**config.mk**
```make
export PLATFORM = sky130hd
export DESIGN_NAME = arb_req_queue
export DESIGN_NICKNAME = d
export VERILOG_FILES = /design/src/rtl/arb_req_queue.sv
export SDC_FILE = /design/constraint.sdc
export NUM_CORES = 1
export LEC_CHECK = 0
export CAP_MARGIN = 20
export CORE_ASPECT_RATIO = 0.7
export CORE_UTILIZATION = 51
export DETAILED_ROUTE_END_ITERATION = 8
export GPL_TIMING_DRIVEN = 0
export PLACE_DENSITY = 0.71
export SLEW_MARGIN = 20
export SYNTH_ARGS = -nofsm -noshare
export SYNTH_HDL_FRONTEND = slang
export SYNTH_SLANG_ARGS = --single-unit
export TNS_END_PERCENT = 30
```
**constraint.sdc**
```tcl
create_clock -name clk -period 4 [get_ports clk]
set_input_delay 0.8 -clock clk [delete_from_list [all_inputs] [get_ports clk]]
set_output_delay 0.8 -clock clk [all_outputs]
set_load 0.01 [all_outputs]
```
**src/rtl/arb_req_queue.sv**
```systemverilog
// Per-requester command FIFOs feeding priority_arbiter: req from non-empty flags,
// one-hot grant pops the head onto a registered, ID-tagged output strobe.
module arb_req_queue #(
  parameter int NUM_REQ = 4,
  parameter int DEPTH   = 4,
  parameter int DATA_W  = 8
) (
  input  logic                       clk,
  input  logic                       rst,
  input  logic [NUM_REQ-1:0]         push,
  input  logic [NUM_REQ*DATA_W-1:0]  push_data,
  output logic [NUM_REQ-1:0]         req,
  input  logic [NUM_REQ-1:0]         grant,
  output logic [NUM_REQ-1:0]         full,
  output logic                       out_valid,
  output logic [DATA_W-1:0]          out_data,
  output logic [$clog2(NUM_REQ)-1:0] out_id,
  output logic                       err_push_full,
  output logic                       err_grant
);

  localparam int PW   = $clog2(DEPTH);
  localparam int CW   = PW + 1;
  localparam int ID_W = $clog2(NUM_REQ);
  localparam logic [CW-1:0] FULL_CNT = CW'(DEPTH);

  logic [DATA_W-1:0] mem    [NUM_REQ][DEPTH];
  logic [PW-1:0]     wr_ptr [NUM_REQ];
  logic [PW-1:0]     rd_ptr [NUM_REQ];
  logic [CW-1:0]     cnt    [NUM_REQ];

  logic               onehot;
  logic [NUM_REQ-1:0] pop;
  logic [NUM_REQ-1:0] push_ok;
  logic [ID_W-1:0]    sel;
  logic               grant_bad;
  logic               push_drop;

  always_comb begin
    onehot = (grant != '0) && ((grant & (grant - NUM_REQ'(1))) == '0);
    sel    = '0;
    for (int unsigned i = 0; i < NUM_REQ; i++) begin
      req[i]     = (cnt[i] != '0);
      full[i]    = (cnt[i] == FULL_CNT);
      pop[i]     = grant[i] && onehot && req[i];
      // a pop in the same cycle frees a slot, so a push at full is still accepted
      push_ok[i] = push[i] && (!full[i] || pop[i]);
      if (grant[i]) sel = ID_W'(i);
    end
    // pop is non-zero exactly when the grant is one-hot onto a non-empty FIFO
    grant_bad = (grant != '0) && (pop == '0);
    push_drop = |(push & full & ~pop);
  end

  always_ff @(posedge clk) begin
    for (int unsigned i = 0; i < NUM_REQ; i++) begin
      if (push_ok[i]) mem[i][wr_ptr[i]] <= push_data[i*DATA_W +: DATA_W];
    end
  end

  always_ff @(posedge clk) begin
    if (rst) begin
      for (int unsigned i = 0; i < NUM_REQ; i++) begin
        wr_ptr[i] <= '0;
        rd_ptr[i] <= '0;
        cnt[i]    <= '0;
      end
    end else begin
      for (int unsigned i = 0; i < NUM_REQ; i++) begin
        if (push_ok[i]) wr_ptr[i] <= wr_ptr[i] + PW'(1);
        if (pop[i])     rd_ptr[i] <= rd_ptr[i] + PW'(1);
        case ({push_ok[i], pop[i]})
          2'b10:   cnt[i] <= cnt[i] + CW'(1);
          2'b01:   cnt[i] <= cnt[i] - CW'(1);
          default: cnt[i] <= cnt[i];
        endcase
      end
    end
  end

  always_ff @(posedge clk) begin
    if (rst) begin
      out_valid     <= 1'b0;
      out_data      <= '0;
      out_id        <= '0;
      err_push_full <= 1'b0;
      err_grant     <= 1'b0;
    end else begin
      out_valid <= (pop != '0);
      if (pop != '0) begin
        out_data <= mem[sel][rd_ptr[sel]];
        out_id   <= sel;
      end
      if (push_drop) err_push_full <= 1'b1;
      if (grant_bad) err_grant     <= 1'b1;
    end
  end

endmodule

```
==> results of run 1 <==
## through the flow
step | worst slack, ps | total power [W]
floorplan | 1120 | 0.00244
global placement | 102 | 0.00264
detailed placement | -23.0 | 0.00267
CTS | 421 | 0.00430
global route | 192 | 0.00444
finish | 436 | 0.00428
## final timing paths
path,start,endpoint,slack (ps),cells past startpoint
max,grant[1],cnt[1][2],440,12
max reg2reg,cnt[2][0],cnt[2][2],1350,10
min,out_id[1],out_id[1],470,2
min reg2reg,out_id[1],out_id[1],470,2
## area by class of cell
cell class                      count  area [µm²]  share of cell area [%]
Clock inverter                     14         169                    1.85
Tap cell                          195         244                    2.67
Timing Repair Buffer               61         611                    6.68
Sequential cell                   169        4940                    54.1
Clock buffer                       18         429                    4.70
Buffer                             26         129                    1.41
Multi-Input combinational cell    306        2490                    27.3
Inverter                           30         115                    1.26
## critical path: cells and delay by family
kind,cells,cell delay (ps)
AOI/OAI and AO/OA,1,130
xor gates and xnor gates,1,200
adders and majority gates,2,660
buffers and inverters,3,910
and+or+nand+nor,5,1010
## cell families after synthesis
kind of cell / count (synthesis)
compound gates: 70
xor+xnor: 7
fa+ha+maj: 28
buf+inv: 56
flops: 169
mux: 74
simple gates: 127
## power breakdown
group	internal, W	total [W]	switching (W)
Clock	0.000897	0.00165	0.000753
Sequential	0.00206	0.00211	0.0000471
Combinational	0.000225	0.000523	0.000298
## flip-flops by register name (all words and copies together), names as in the netlist
signal,cells
rd_ptr,8
mem,128
out_data,8
out_id,2
cnt,12
out_valid,1
wr_ptr,8
err_push_full,1
err_grant,1
## Yosys cell counts, drive strengths merged, types with 14 or more instances
| cell | number |
|---|---|
| edfxtp | 156 |
| mux2i | 42 |
| mux2 | 32 |
| inv | 30 |
| nor3 | 27 |
| ha | 25 |
| nand2 | 18 |
| nor2 | 16 |
| o2111ai | 16 |
| nand2b | 15 |
| buf | 14 |
## layer usage
layer | vias up | share of wire [%] | routed length [µm]
met3 | 16 | 6.6 | 1110
met5 | - | 0 | 0
met4 | 0 | 1.4 | 229
met2 | 183 | 47 | 7760
li1 | 2176 | - | -
met1 | 2299 | 45 | 7590
==> impl_metrics.csv, run 1 <==
group,metric,value,unit
run_status,status,"finished, final reports clean",
floorplanning,io-pin-count,63,
layout,fillerInstances,1116,
layout,final_cell_area,0.00914,mm²
logic_synthesis,yosys-mux-area-fraction,10.3,%
logic_synthesis,postSynthCellCount,531,
flow_run,drv_cap,0,
floorplanning,die_height,105,µm
clocking,cts_tree,"yes",
clocking,ctsHtreeMaxLevel,4,
clocking,clk_latency,430,ps
grt,grt_max_degree,19,
layout,final_cell_mix,"edfxtp_1, clkdlybuf4s50_1, mux2i_1, mux2_2, inv_1",
sta,hold_viol_final,0,
routing,via_per_inst,5.71,
floorplanning,fp.coreArea,0.0147,mm²
worst_setup_path,crit_slowest_cell,"clkdlybuf4s50_1",
worst_setup_path,critPathLaunchType,"input pin",
clocking,cts_resized,0,
grt,grt.busiest_layer,"met2",
clocking,post_cts_buffers,0,
pwr,ir_worst_vdd,0.301,mV
routing,wl,16.7,mm
worst_setup_path,crit_arrival,3710,ps
logic_synthesis,synth_area_per_cell,14.5,µm²
worst_setup_path,worst_ep_required_time,4150,ps
logic_synthesis,synth_xor_area_share,0.798,%
placement,hpwl,12.4,mm
sta,fin_worst_skew,11.1,ps
placement,post-place-cells,787,
worst_setup_path,path_max_fanout,10,
worst_setup_path,worstSetupPathType,"input pin to flop",
pwr,leakagePower,3.30,nW
floorplanning,rows,37,
sta,slew-limit-headroom,50.0,%
sta,rsz0062_at_grt,"false",
logic_synthesis,yosys_most_used_dff,"edfxtp_1",
logic_synthesis,ys_seq_elements,169,
clocking,ctsLongestPathBuffers,2,
grt,grt_pass1_wl,26.1,mm
sta,worstMarginPinSlew,750,ps
clocking,cts_buffers,17,
pwr,power_density,469,mW/mm²
logic_synthesis,yosysWarnings,0,
layout,fin_util,62.1,%
routing,wl_per_cell,20.4,µm
sta,tns,0,ps
placement,placed_area,0.00854,mm²
logic_synthesis,synth_top_area_share,61.0,%
grt,grt_overflow,0,
routing,vias,4674,
logic_synthesis,mappedNetlistArea,0.00768,mm²
logic_synthesis,synth_top_family_by_area,"multiplexers",
grt,grt_pass1_vias,4798,
logic_synthesis,ys_seq_area_share,64.4,%
worst_setup_path,cp_slowest_stage_delay,590,ps
routing,firstDrtPassIters,5,
clocking,root_buffer,"clkbuf_16",
grt,grt_usage,23.0,%
layout,final_common_cell,"edfxtp_1",
sta,slew_viol_final,0,
layout,num_antenna_cells,0,
sta,timing.hold.ws,469,ps
layout,fin_nets,681,
logic_synthesis,synthTopCellsByArea,"edfxtp_1, mux2i_1, mux2_2",
sta,min_period,3560,ps
grt,met2_usage,35.9,%
layout,area_delta_synth_final,18.9,%
logic_synthesis,synth-edff-count,156,
routing,drc_errors,0,
logic_synthesis,syn_nets,601,
worst_setup_path,crit_path_cell_trace,"clkdlybuf4s50_1 > buf_6 > nor4b_1 > nand2_1 > inv_1 > ha_1 > nand2b_1 > fa_1 > xor2_1 > nor3_1 > a21oi_1 > nor2_1",
sta,fmax,281,MHz
logic_synthesis,synth_compound_area_share,7.08,%
logic_synthesis,synthSimpleGateAreaFrac,9.40,%
floorplanning,initial_utilization,52.2,%
placement,place_congestion,0.909,
placement,io_buffers,61,
routing,ant_nets,0,
logic_synthesis,yosysTopAreaCell,"edfxtp_1",
grt,grt.met3_usage,5.76,%
clocking,cts.sinks,169,
sta,setup_viol,0,
floorplanning,die_w,149,µm
logic_synthesis,synth_fa_ha_area_share,4.85,%
grt,antenna_found_initial,0,
logic_synthesis,async_reset_ff_share,0,%
layout,layout-drive-gt1-share,12.7,%
worst_setup_path,crit_path_end_kind,"flop",
sta,min_period_over_period,89.1,%
clocking,ctsHoldBuffers,0,
floorplanning,die-area,0.0156,mm²
layout,finalNonFillerCells,819,
clocking,path_clk_slew,70,ps
grt,use_met1,31.8,%
hold_path,hold_path.class,"flop to flop",
logic_synthesis,ys_types,45,
routing,drtIter0Drc,350,
(Power assumes the default switching activity.)
==> run 2: changes to the inputs <==
- TNS_END_PERCENT: 30 -> 50
==> results of run 2 <==
The final DEF is identical to that of run 1; final timing and power are the same.
